**src/rtl/ctrl_pkg.sv**
```systemverilog
// Shared definitions for the layer sequencer: state encoding, address width and
// the beat shift amounts used to turn element counts into DMA addresses/lengths.
package ctrl_pkg;

  localparam int ADDRLEN         = 32;
  localparam int ADDR_BEAT_SHIFT = 6;
  localparam int LEN_DATA_SHIFT  = 2;
  localparam int LEN_INDX_SHIFT  = 6;

  typedef enum logic [3:0] {
    ST_IDLE   = 4'b0000,
    ST_LDIN   = 4'b0001,
    ST_LDKRNL = 4'b0010,
    ST_LDINDX = 4'b0011,
    ST_CONV   = 4'b0100,
    ST_IFFT   = 4'b0101,
    ST_WIFFT  = 4'b0110,
    ST_DONE   = 4'b0111
  } ctrl_state_e;

  // One beat covers 64 bytes of DRAM.
  function automatic logic [ADDRLEN-1:0] beat_addr(input logic [ADDRLEN-1:0] base,
                                                   input logic [ADDRLEN-1:0] beats);
    return base + (beats << ADDR_BEAT_SHIFT);
  endfunction

endpackage

```
**src/rtl/ctrl_addr_gen.sv**
```systemverilog
// Combinational DMA address/length selection for the operand currently being loaded.
module ctrl_addr_gen
  import ctrl_pkg::*;
(
  input  ctrl_state_e        state_i,
  input  logic [11:0]        pdone_i,
  input  logic [9:0]         ndone_i,
  input  logic [9:0]         n_i,
  input  logic [9:0]         m_i,
  input  logic [9:0]         ns_i,
  input  logic [9:0]         ps_i,
  input  logic [ADDRLEN-1:0] addrin_i,
  input  logic [ADDRLEN-1:0] addrkrnl_i,
  input  logic [ADDRLEN-1:0] addrindx_i,
  output logic [ADDRLEN-1:0] rdaddr_o,
  output logic [15:0]        transferlen_o
);

  logic [ADDRLEN-1:0] in_beats_s;
  logic [ADDRLEN-1:0] krnl_beats_s;
  logic [19:0]        in_elems_s;
  logic [19:0]        krnl_elems_s;

  assign in_beats_s   = ADDRLEN'(pdone_i) * ADDRLEN'(n_i) + ADDRLEN'(ndone_i) * ADDRLEN'(ps_i);
  assign krnl_beats_s = ADDRLEN'(ndone_i) * ADDRLEN'(m_i);
  assign in_elems_s   = 20'(ns_i) * 20'(ps_i);
  assign krnl_elems_s = 20'(ns_i) * 20'(m_i);

  // Address/length mux; index data shares the kernel channel offset.
  always_comb begin
    rdaddr_o      = {ADDRLEN{1'b0}};
    transferlen_o = 16'd0;
    case (state_i)
      ST_LDIN: begin
        rdaddr_o      = beat_addr(addrin_i, in_beats_s);
        transferlen_o = 16'(in_elems_s >> LEN_DATA_SHIFT);
      end
      ST_LDKRNL: begin
        rdaddr_o      = beat_addr(addrkrnl_i, krnl_beats_s);
        transferlen_o = 16'(krnl_elems_s >> LEN_DATA_SHIFT);
      end
      ST_LDINDX: begin
        rdaddr_o      = beat_addr(addrindx_i, krnl_beats_s);
        transferlen_o = 16'(krnl_elems_s >> LEN_INDX_SHIFT);
      end
      default: begin
        rdaddr_o      = {ADDRLEN{1'b0}};
        transferlen_o = 16'd0;
      end
    endcase
  end

endmodule

```
**src/rtl/layer_control_top.sv**
```systemverilog
// Layer sequencer: walks tile/channel chunks issuing DMA loads, conv waits and IFFT triggers.
// Build option CTRL_KRNL_REUSE_EN skips kernel/index reloads when all channels fit one chunk.
module layer_control_top
  import ctrl_pkg::*;
(
  input  logic               clk,
  input  logic               rstn,
  input  logic               start,
  input  logic [9:0]         N,
  input  logic [9:0]         M,
  input  logic [11:0]        P,
  input  logic [9:0]         Ns,
  input  logic [9:0]         Ps,
  input  logic               inlast,
  input  logic               krnllast,
  input  logic               indxlast,
  input  logic [ADDRLEN-1:0] addrin,
  input  logic [ADDRLEN-1:0] addrkrnl,
  input  logic [ADDRLEN-1:0] addrindx,
  output logic               procin,
  output logic               prockrnl,
  output logic               procindx,
  output logic               innoneed,
  output logic               krnlnoneed,
  output logic               indxnoneed,
  output logic [ADDRLEN-1:0] rdaddr,
  output logic [15:0]        transferlen,
  output logic [9:0]         offsetaddrkrn,
  output logic               ifftstart,
  input  logic               ifftdone,
  input  logic               readynext,
  output logic               layrdone
);

  ctrl_state_e state_q, state_d;
  logic [11:0] pdone_q, pdone_d;
  logic [9:0]  ndone_q, ndone_d;
  logic [10:0] nsum_s;
  logic [12:0] psum_s;
  logic        skip_s;
  logic        skip_d_s;
  logic        procin_q, prockrnl_q, procindx_q;
  logic        krnlnoneed_q, indxnoneed_q;
  logic        ifftstart_q, layrdone_q;
  logic [9:0]  offset_q;

  // Sums are one bit wider so the end-of-loop compare never sees a wrapped counter.
  assign nsum_s = {1'b0, ndone_q} + {1'b0, Ns};
  assign psum_s = {1'b0, pdone_q} + {3'b000, Ps};

`ifdef CTRL_KRNL_REUSE_EN
  assign skip_s   = (N <= Ns) && (pdone_q != 12'd0);
  assign skip_d_s = (N <= Ns) && (pdone_d != 12'd0);
`else
  assign skip_s   = 1'b0;
  assign skip_d_s = 1'b0;
`endif

  // Next-state and counter update.
  always_comb begin
    state_d = state_q;
    pdone_d = pdone_q;
    ndone_d = ndone_q;
    case (state_q)
      ST_IDLE: begin
        if (start) begin
          pdone_d = 12'd0;
          ndone_d = 10'd0;
          if ((N == 10'd0) || (P == 12'd0)) state_d = ST_DONE;
          else state_d = ST_LDIN;
        end else begin
          state_d = ST_IDLE;
        end
      end
      ST_LDIN: begin
        if (inlast) state_d = ST_LDKRNL;
        else state_d = ST_LDIN;
      end
      ST_LDKRNL: begin
        if (skip_s || krnllast) state_d = ST_LDINDX;
        else state_d = ST_LDKRNL;
      end
      ST_LDINDX: begin
        if (skip_s || indxlast) state_d = ST_CONV;
        else state_d = ST_LDINDX;
      end
      ST_CONV: begin
        if (readynext) begin
          ndone_d = nsum_s[9:0];
          if (nsum_s < {1'b0, N}) state_d = ST_LDIN;
          else state_d = ST_IFFT;
        end else begin
          state_d = ST_CONV;
        end
      end
      ST_IFFT: state_d = ST_WIFFT;
      ST_WIFFT: begin
        if (ifftdone) begin
          pdone_d = psum_s[11:0];
          ndone_d = 10'd0;
          if (psum_s < {1'b0, P}) state_d = ST_LDIN;
          else state_d = ST_DONE;
        end else begin
          state_d = ST_WIFFT;
        end
      end
      ST_DONE: state_d = ST_IDLE;
      default: state_d = ST_IDLE;
    endcase
  end

  // State, counters and registered outputs; level outputs track the upcoming state.
  always_ff @(posedge clk or negedge rstn) begin
    if (!rstn) begin
      state_q      <= ST_IDLE;
      pdone_q      <= 12'd0;
      ndone_q      <= 10'd0;
      procin_q     <= 1'b0;
      prockrnl_q   <= 1'b0;
      procindx_q   <= 1'b0;
      krnlnoneed_q <= 1'b0;
      indxnoneed_q <= 1'b0;
      offset_q     <= 10'd0;
      ifftstart_q  <= 1'b0;
      layrdone_q   <= 1'b0;
    end else begin
      state_q      <= state_d;
      pdone_q      <= pdone_d;
      ndone_q      <= ndone_d;
      procin_q     <= (state_d == ST_LDIN);
      prockrnl_q   <= (state_d == ST_LDKRNL) && !skip_d_s;
      procindx_q   <= (state_d == ST_LDINDX) && !skip_d_s;
      krnlnoneed_q <= (state_d == ST_LDKRNL) && skip_d_s;
      indxnoneed_q <= (state_d == ST_LDINDX) && skip_d_s;
      offset_q     <= (state_d inside {ST_LDKRNL, ST_LDINDX, ST_CONV}) ? ndone_d : 10'd0;
      ifftstart_q  <= (state_q == ST_IFFT);
      layrdone_q   <= (state_q == ST_DONE);
    end
  end

  ctrl_addr_gen u_addr_gen (
    .state_i       (state_q),
    .pdone_i       (pdone_q),
    .ndone_i       (ndone_q),
    .n_i           (N),
    .m_i           (M),
    .ns_i          (Ns),
    .ps_i          (Ps),
    .addrin_i      (addrin),
    .addrkrnl_i    (addrkrnl),
    .addrindx_i    (addrindx),
    .rdaddr_o      (rdaddr),
    .transferlen_o (transferlen)
  );

  assign procin        = procin_q;
  assign prockrnl      = prockrnl_q;
  assign procindx      = procindx_q;
  assign innoneed      = 1'b0;
  assign krnlnoneed    = krnlnoneed_q;
  assign indxnoneed    = indxnoneed_q;
  assign offsetaddrkrn = offset_q;
  assign ifftstart     = ifftstart_q;
  assign layrdone      = layrdone_q;

endmodule

```
**config.mk**
```make
export PLATFORM = sky130hd
export DESIGN_NAME = layer_control_top
export DESIGN_NICKNAME = d
export VERILOG_FILES = /design/src/rtl/ctrl_pkg.sv /design/src/rtl/ctrl_addr_gen.sv /design/src/rtl/layer_control_top.sv
export SDC_FILE = /design/constraint.sdc
export NUM_CORES = 1
export LEC_CHECK = 0
export CAP_MARGIN = 25
export CELL_PAD_IN_SITES_DETAIL_PLACEMENT = 0
export CELL_PAD_IN_SITES_GLOBAL_PLACEMENT = 1
export CORE_ASPECT_RATIO = 1.2
export CORE_MARGIN = 2
export CORE_UTILIZATION = 51
export CTS_BUF_LIST = sky130_fd_sc_hd__clkbuf_2 sky130_fd_sc_hd__clkbuf_4 sky130_fd_sc_hd__clkbuf_8
export CTS_CLUSTER_DIAMETER = 60
export DETAILED_ROUTE_END_ITERATION = 10
export DONT_BUFFER_PORTS = 1
export PLACE_DENSITY_LB_ADDON = 0.2
export SLEW_MARGIN = 5
export SYNTH_ARGS = -nofsm -noshare
export SYNTH_HDL_FRONTEND = slang
export SYNTH_SLANG_ARGS = --single-unit
```
**constraint.sdc**
```tcl
create_clock -name clk -period 15.18 [get_ports clk]
set_input_delay 0.759 -clock clk [delete_from_list [all_inputs] [get_ports clk]]
set_output_delay 0.759 -clock clk [all_outputs]
set_load 0.05 [all_outputs]
```
==> results of run 1 <==
## synth_stat cells (4+ instances only)
cell type  count  share of area, %
inv_1        474               7.6
fa_1         367                31
ha_1         344                18
nand2_1      344               5.5
and2_1       252               6.8
clkbuf_1     121               1.9
a21oi_1      113               2.4
nor2_1        91               1.5
xnor2_1       78               2.9
o21ai_0       66               1.4
nand3_1       45              0.97
xor2_1        44               1.7
dfrtp_1       40               4.3
a21o_1        35               1.1
nand2b_1      27              0.72
o22ai_1       26              0.70
mux2_2        24               1.2
nor3_1        22              0.47
o21a_1        21              0.68
a211oi_1      19              0.61
and3_1        17              0.46
mux2i_1       17              0.73
o21bai_1      15              0.48
a22oi_1       14              0.45
nor2b_1       13              0.35
o211ai_1      12              0.39
nand4_1       11              0.30
nor4_1        11              0.30
or3_1         10              0.27
o31ai_1        9              0.29
a31oi_1        8              0.21
or2_2          7              0.19
buf_1          5             0.080
o211a_1        5              0.21
a2111oi_0      4              0.15
a21boi_0       4              0.13
a41oi_1        4              0.15
nor3b_1        4              0.13
o41ai_1        4              0.15
## layout make-up
cell class / instances / area (um2) / area share [%]
Multi-Input combinational cell: 2139 / 20060 / 84.16
Sequential cell: 40 / 1002 / 4.204
Inverter: 475 / 1783 / 7.480
Timing Repair Buffer: 15 / 112.6 / 0.4724
Clock buffer: 5 / 68.82 / 0.2887
Clock inverter: 3 / 47.55 / 0.1995
Tap cell: 609 / 762.0 / 3.197
## logic make-up (layout without fill, tap and decap cells)
kind of cell               count (synthesis)  count (layout)  share of synthesized area (%)
xor gates and xnor gates                 122             122                          4.581
AOI/OAI and AO/OA                        394             394                          11.06
muxes                                     41              41                          1.888
other                                      1               3                        0.01608
and+or+nand+nor                          868             868                          18.41
adders and majority gates                711             711                          49.95
buffers and inverters                    606             498                          9.811
DFF                                       40              40                          4.291
## state kept, by name, indices dropped and copies added, names as in the netlist
signal,flops
pdone_q,12
offsetaddrkrn,10
ifftstart,1
ndone_q,10
prockrnl,1
layrdone,1
procindx,1
state_q,3
procin,1
## metrics by stage
stage | instances | utilization [%] | area, um2 | setup WS [ps] | hold slack, ps
floorplan | 2785 | - | 23330 | 5521 | 463.4
finish | 3286 | 52.99 | 23840 | 5064 | 135.7
detailed placement | 3278 | 52.73 | 23720 | 5452 | 464.2
global placement | 3277 | 52.71 | 23710 | 5627 | 464.2
CTS | 3286 | 52.99 | 23840 | 5076 | 125.1
global route | 3286 | 52.99 | 23840 | 4625 | 119.5
## final timing paths
check / slack [ps] / cells after the start / from / end
max: 5060 / 30 / ndone_q[7] / rdaddr[29]
min: 140 / 0 / rstn / procindx
max reg2reg: 10830 / 17 / pdone_q[0] / procin
min reg2reg: 690 / 2 / pdone_q[11] / pdone_q[11]
max in group asynchronous: 14940 / 0 / rstn / state_q[0]
min in group clk: 660 / 2 / krnllast / procindx
## metal layers
metal,global-route usage (%),vias up
met5,0,-
met4,6.287,0
met3,3.039,89
met2,50.59,394
met1,34.36,9240
li1,-,8682
## critical path, delay by kind of cell, from the launching register on
family / cells / cell delay [ps]
xor gates and xnor gates: 2 / 300
and+or+nand+nor: 6 / 1400
buffers and inverters: 5 / 270
AOI/OAI and AO/OA: 8 / 1970
DFF: 1 / 890
adders and majority gates: 9 / 4210
==> results.sh, run 1 <==
export IMPL_wl_per_cell_um=19.36
export IMPL_clk_pin_slew_worst_paths_ps=90
export IMPL_drt_wl_total_um=63620
export IMPL_grtUsageTotal_pct=27.53
export IMPL_io_pins=222
export IMPL_drv_cap=0
export IMPL_critPathCaptureType="output pin"
export IMPL_syn2layout_area_growth_pct=2.194
export IMPL_synth_avg_cell_area_um2=8.382
export IMPL_mostFrequentLayoutCell="inv_1"
export IMPL_drive_gt1_share_pct=2.615
export IMPL_nNetsFinal=3543
export IMPL_die_w_um=199.2
export IMPL_synth_area_um2=23330
export IMPL_postCtsHoldBufs=0
export IMPL_path_max_fanout=22
export IMPL_post_dp_hpwl_um=52220
export IMPL_fin_crit_sh_pct=66.64
export IMPL_cts_path_max_buffers=2
export IMPL_diodes=0
export IMPL_relSlewSlack_pct=25.44
export IMPL_drv_slew=0
export IMPL_min_path_type="input pin to async pin"
export IMPL_route_detailed_drc=0
export IMPL_ys_seq_elements=40
export IMPL_met2_length_um=32870
export IMPL_viasPerCell=5.601
export IMPL_antenna_found_initial=0
export IMPL_port_buffers=0
export IMPL_synth_edf_count=0
export IMPL_clockRootBuffer="clkbuf_8"
export IMPL_slowest_stage="dfrtp_1"
export IMPL_final_antenna_net_count=0
export IMPL_dieHeight_um=238.3
export IMPL_fin_skew_ps=6.066
export IMPL_synthDistinctLibCells=76
export IMPL_worst_ep_arrival_time_ps=9360
export IMPL_num_fill_cells=4334
export IMPL_routedLengthMet1_um=26580
export IMPL_drtIter0Drc=801
export IMPL_overflow=0
export IMPL_grt_pass1_vias=19530
export IMPL_htree_levels=2
export IMPL_core_region_area_um2=44990
export IMPL_dr_pass1_iters=7
export IMPL_crit_required_ps=14420
export IMPL_cts_sinks=40
export IMPL_tightest_slew_ps=1122
export IMPL_hold_violations=0
export IMPL_rsz0062_at_grt="no"
export IMPL_synth_warning_count=0
export IMPL_critPathLaunchType="flip-flop"
export IMPL_yosysSeqAreaShare_pct=4.291
export IMPL_critical_path_class="flip-flop to output pin"
export IMPL_dr_max_layer_used="met4"
export IMPL_slowest_delay_ps=890
export IMPL_async_flop_share_pct=100.0
export IMPL_place_congestion=0.8985
export IMPL_status="completed"
export IMPL_clock_latency_ps=310
export IMPL_fin_crit_ps=10120
export IMPL_yosys_most_used_dff="dfrtp_1"
export IMPL_start_util_pct=51.85
export IMPL_setup_violations=0
export IMPL_grt_pass1_wl_um=103000
export IMPL_tritoncts="yes"
export IMPL_dieArea_um2=47470
export IMPL_final_cell_mix="474 x inv_1, 367 x fa_1, 344 x nand2_1, 344 x ha_1, 252 x and2_1"
export IMPL_grt_max_degree=41
export IMPL_cts_setup_buffers=0
export IMPL_cts_resized=0
export IMPL_max_freq_ghz=0.09885
export IMPL_tns_ps=0
export IMPL_cpMostUsedCell="fa_1"
export IMPL_cts_buffers=5
export IMPL_core_rowCount=85
export IMPL_synthCells=2783
export IMPL_num_vias=18410
export IMPL_dr_wl_met3_um=2556
Power of run 1 is left out: the tool's default activity adds up to more than one toggle a clock period on the data nets, which glitch-free logic cannot reach.
==> run 2, diff against run 1 <==
--- a/config.mk
+++ b/config.mk
@@ -10,7 +10,7 @@
 export CELL_PAD_IN_SITES_GLOBAL_PLACEMENT = 1
 export CORE_ASPECT_RATIO = 1.2
 export CORE_MARGIN = 2
-export CORE_UTILIZATION = 51
+export CORE_UTILIZATION = 47
 export CTS_BUF_LIST = sky130_fd_sc_hd__clkbuf_2 sky130_fd_sc_hd__clkbuf_4 sky130_fd_sc_hd__clkbuf_8
 export CTS_CLUSTER_DIAMETER = 60
 export DETAILED_ROUTE_END_ITERATION = 10
==> constraint.sdc (replaced) <==
create_clock -name clk -period 9.25 [get_ports clk]
set_input_delay 0.4625 -clock clk [delete_from_list [all_inputs] [get_ports clk]]
set_output_delay 0.4625 -clock clk [all_outputs]
set_load 0.05 [all_outputs]
==> run 2 against run 1 <==
First-iteration DRC count up 12%. Design area up 1.5%. Setup slack worse by 4700 ps. Flip-flop and latch count unchanged. Register-to-register slack worse by 5900 ps. Critical endpoint is now rdaddr[28].
==> results.sh, run 2 (synthesis results as in run 1) <==
export IMPL_critPathCaptureType="output pin"
export IMPL_timing_rr_start="pdone_q[0]"
export IMPL_drt_wl_total_um=65050
export IMPL_worstRegToRegCells=17
export IMPL_drtIter0Drc=896
export IMPL_wl_per_cell_um=19.41
export IMPL_clock_latency_ps=320
export IMPL_dr_max_layer_used="met4"
export IMPL_cpMostUsedCell="fa_1"
export IMPL_final_antenna_net_count=0
export IMPL_finalNonFillerCells=3351
export IMPL_cp_endpoint="rdaddr[28]"
export IMPL_grt_max_degree=41
export IMPL_dr_wl_met3_um=2368
export IMPL_slowest_stage="or4b_2"
export IMPL_cts_sinks=40
export IMPL_cp_top_family="adder cells"
export IMPL_place_congestion=0.9176
export IMPL_dieHeight_um=248.0
export IMPL_relSlewSlack_pct=27.18
export IMPL_cts_buffers=5
export IMPL_dp_cells=3334
export IMPL_worst_ep_arrival_time_ps=8400
export IMPL_io_pins=222
export IMPL_fin_skew_ps=9.059
export IMPL_grtUsageTotal_pct=25.23
export IMPL_fin_crit_ps=8861
export IMPL_critPathBufInv=3
export IMPL_regMostFlops="pdone_q"
export IMPL_largest_reg_flops=12
export IMPL_clockRootBuffer="clkbuf_8"
export IMPL_diodes=0
export IMPL_placed_area_um2=23970
export IMPL_drv_cap=0
export IMPL_clk_pin_slew_worst_paths_ps=90
export IMPL_nNetsFinal=3580
export IMPL_hold_violations=0
export IMPL_cts_path_max_buffers=2
export IMPL_syn2layout_area_growth_pct=3.744
export IMPL_antenna_found_initial=0
export IMPL_tightest_slew_ps=1109
export IMPL_drive_gt1_share_pct=4.643
export IMPL_status="completed"
export IMPL_fin_crit_sh_pct=95.79
export IMPL_crit_start="pdone_q[0]"
export IMPL_crit_required_ps=8790
export IMPL_cp_num_cells=27
export IMPL_slowest_delay_ps=650
export IMPL_rsz0062_at_grt="no"
export IMPL_max_freq_ghz=0.1129
export IMPL_start_util_pct=47.50
export IMPL_core_region_area_um2=49110
export IMPL_tns_ps=0
export IMPL_routedLengthMet1_um=27650
export IMPL_dieArea_um2=51430
export IMPL_post_dp_hpwl_um=53510
export IMPL_path_max_fanout=12
export IMPL_port_buffers=0
export IMPL_tritoncts="yes"
export IMPL_die_w_um=207.4
export IMPL_route_detailed_drc=0
export IMPL_grt_pass1_wl_um=103800
export IMPL_rrSetupSlack_ps=4900
export IMPL_hold_slack_ps=377.1
export IMPL_reg2reg_to="procin"
export IMPL_critical_path_class="flip-flop to output pin"
export IMPL_num_vias=18470
export IMPL_grt_pass1_vias=19360
export IMPL_viasPerCell=5.512
export IMPL_setup_violations=0
export IMPL_overflow=0
export IMPL_final_cell_mix="474 x inv_1, 367 x fa_1, 344 x nand2_1"
export IMPL_core_rowCount=89
export IMPL_met2_length_um=33930
export IMPL_min_path_type="input pin to flip-flop"
export IMPL_post_route_cell_area_um2=24200
export IMPL_dr_pass1_iters=5
export IMPL_drv_slew=0
export IMPL_critPathLaunchType="flip-flop"
export IMPL_mostFrequentLayoutCell="inv_1"
export IMPL_htree_levels=2
[run 2: cell types whose count changed in the layout (fill, tap and decap cells not counted), sizes merged]
cell / change
inv: +1
clkinvlp: +1
dlygate4sd3: +1
clkinv: -2
buf: +36
[run 2: layout make-up]
cell class / instances / area, um2
repair buffers: 52 / 405.4
inverters: 475 / 1783
flip-flops and latches: 40 / 1021
fillers: 4796 / 24910
clock buffers: 5 / 68.82
multi-input cells: 2139 / 20080
well taps: 637 / 797.0
clock inverters: 3 / 46.29
[run 2: worst min-delay path by stage]
stage / to / slack (ps) / cells past startpoint / start
after global placement: layrdone / 170 / 0 / rstn
after detailed placement: layrdone / 170 / 0 / rstn
after floorplan: ifftstart / 170 / 0 / rstn
final: procindx / 380 / 2 / krnllast
after global routing: procindx / 380 / 2 / krnllast
after CTS: procindx / 380 / 2 / krnllast
[run 2: through the flow]
step / setup slack (ps) / utilization (%)
finish: 389.3 / 49.28
global route: 6.475 / 49.28
CTS: 90.41 / 49.10
detailed placement: 453.7 / 48.80
global placement: 631.7 / 48.76
floorplan: 183.6 / -
[run 2: metal layers]
layer | vias to the layer above | global-route usage (%)
met5 | - | 0
met4 | 0 | 4.412
met3 | 66 | 2.219
met2 | 374 | 47.72
met1 | 9277 | 31.62
li1 | 8753 | -
[run 2: what timing repair did]
action	4_1_cts	5_1_grt
endpoints found under the setup margin	0	6
buffers inserted	0	7
endpoints found under the hold margin	40	0
resized for setup	0	21
hold buffers	2	0
Power of run 2 is left out for the same reason.
==> run 3, diff against run 2 <==
--- a/config.mk
+++ b/config.mk
@@ -16,6 +16,7 @@
 export DETAILED_ROUTE_END_ITERATION = 10
 export DONT_BUFFER_PORTS = 1
 export PLACE_DENSITY_LB_ADDON = 0.2
+export SETUP_SLACK_MARGIN = 0.5
 export SLEW_MARGIN = 5
 export SYNTH_ARGS = -nofsm -noshare
 export SYNTH_HDL_FRONTEND = slang
==> run 3 against run 2 <==
Design area rose by 1.8%. Critical path depth rose by 4. Die area did not move. Setup slack improved by 340 ps. Routed wire length rose by 1.7%. Cell count rose by 0.81%. Largest cell class unchanged.
==> results.sh, run 3 (synthesis results as in run 1) <==
export IMPL_cts_path_max_buffers=2
export IMPL_crit_required_ps=8790
export IMPL_start_util_pct=47.50
export IMPL_nNetsFinal=3607
export IMPL_tritoncts="yes"
export IMPL_io_pins=222
export IMPL_drtIter0Drc=876
export IMPL_core_rowCount=89
export IMPL_reg2reg_to="procin"
export IMPL_slowest_delay_ps=570
export IMPL_drive_gt1_share_pct=6.895
export IMPL_grtUsageTotal_pct=25.69
export IMPL_hold_violations=0
export IMPL_worstRegToRegCells=17
export IMPL_slowest_stage="fa_2"
export IMPL_mostFrequentLayoutCell="inv_1"
export IMPL_overflow=0
export IMPL_setup_violations=0
export IMPL_cpMostUsedCell="fa_1"
export IMPL_clock_latency_ps=310
export IMPL_worst_ep_arrival_time_ps=8050
export IMPL_critPathLaunchType="flip-flop"
export IMPL_grt_pass1_vias=19800
export IMPL_min_path_type="input pin to flip-flop"
export IMPL_hold_end="procindx"
export IMPL_fin_crit_ps=8517
export IMPL_route_detailed_drc=0
export IMPL_core_region_area_um2=49110
export IMPL_cts_buffers=5
export IMPL_dieArea_um2=51430
export IMPL_regMostFlops="pdone_q"
export IMPL_max_freq_ghz=0.1174
export IMPL_holdPathStages=2
export IMPL_fin_util_pct=50.16
export IMPL_place_congestion=0.8821
export IMPL_syn2layout_area_growth_pct=5.605
export IMPL_tightest_slew_ps=1116
export IMPL_grt_max_degree=41
export IMPL_clk_pin_slew_worst_paths_ps=100
export IMPL_timing_rr_start="pdone_q[0]"
export IMPL_htree_levels=2
export IMPL_viasPerCell=5.544
export IMPL_antenna_found_initial=0
export IMPL_rsz0062_at_grt="yes"
export IMPL_fin_crit_sh_pct=92.07
export IMPL_drv_slew=0
export IMPL_final_antenna_net_count=0
export IMPL_dieHeight_um=248.0
export IMPL_num_vias=18730
export IMPL_drt_wl_total_um=66140
export IMPL_rrSetupSlack_ps=5030
export IMPL_wl_per_cell_um=19.58
export IMPL_fin_skew_ps=7.737
export IMPL_tns_ps=0
export IMPL_num_fill_cells=4784
export IMPL_critPathCaptureType="output pin"
export IMPL_path_max_fanout=8
export IMPL_clockRootBuffer="clkbuf_8"
export IMPL_port_buffers=0
export IMPL_min_delay_start="krnllast"
export IMPL_final_cell_mix="474 x inv_1, 366 x fa_1, 342 x nand2_1"
export IMPL_diodes=0
export IMPL_drv_cap=0
export IMPL_dr_pass1_iters=5
export IMPL_critical_path_class="flip-flop to output pin"
export IMPL_die_w_um=207.4
export IMPL_post_dp_hpwl_um=53920
export IMPL_status="completed"
export IMPL_largest_reg_flops=12
export IMPL_grt_pass1_wl_um=105500
export IMPL_relSlewSlack_pct=26.68
export IMPL_cts_sinks=40
-- run 3: cell type report --
type / count / area [um2] / share of cell area [%]
multi-input combinational: 2139 / 20290 / 82.35
inverter: 475 / 1783 / 7.238
sequential: 40 / 1022 / 4.150
clock inverter: 3 / 47.55 / 0.1930
clock buffer: 5 / 68.82 / 0.2794
tap: 637 / 797.0 / 3.235
timing repair buffer: 79 / 629.4 / 2.555
-- run 3: critical path, delay by kind of cell (launching register included) --
kind / cells / cell delay (ps)
AO/OA/AOI/OAI: 7 / 930
XOR/XNOR: 2 / 270
adder cells (fa/ha/maj): 9 / 4220
buffers and inverters: 5 / 420
flip-flops: 1 / 450
AND/OR/NAND/NOR: 8 / 1430
-- run 3: through the flow --
stage | instances | area [um2] | hold WS, ps | setup WS, ps
global route | 3378 | 24630 | 388.6 | 386.5
detailed placement | 3333 | 23970 | 167.6 | 501.5
floorplan | 2785 | 23350 | 166.9 | 463.8
finish | 3378 | 24630 | 387.5 | 733.1
global placement | 3331 | 23960 | 167.7 | 614.4
CTS | 3352 | 24230 | 390.7 | 505.0
-- run 3: metal layers --
| metal | share of wire (%) | wire length (um) | up-vias | GRT usage (%) |
|---|---|---|---|---|
| met3 | 4.2 | 2781 | 102 | 2.332 |
| met5 | 0 | 0 | - | 0 |
| li1 | - | - | 8803 | - |
| met4 | 3.0 | 2013 | 0 | 7.248 |
| met1 | 42 | 27540 | 9382 | 31.91 |
| met2 | 51 | 33810 | 440 | 47.62 |
-- run 3: what timing repair did --
action,CTS,global route
hold endpoints to repair,40,0
hold buffers,2,0
setup endpoints to repair,9,13
resized for setup,22,53
buffers inserted,9,26
pin swaps,2,24
-- run 3: worst max path at each step --
stage | startpoint | endpoint | slack, ps
after CTS | pdone_q[5] | rdaddr[31] | 500
after global routing | ndone_q[5] | rdaddr[29] | 390
final | ndone_q[5] | rdaddr[31] | 730
after global placement | pdone_q[6] | rdaddr[28] | 610
after floorplan | Ps[1] | rdaddr[31] | 460
after detailed placement | pdone_q[6] | rdaddr[28] | 500
Power of run 3 is left out for the same reason.
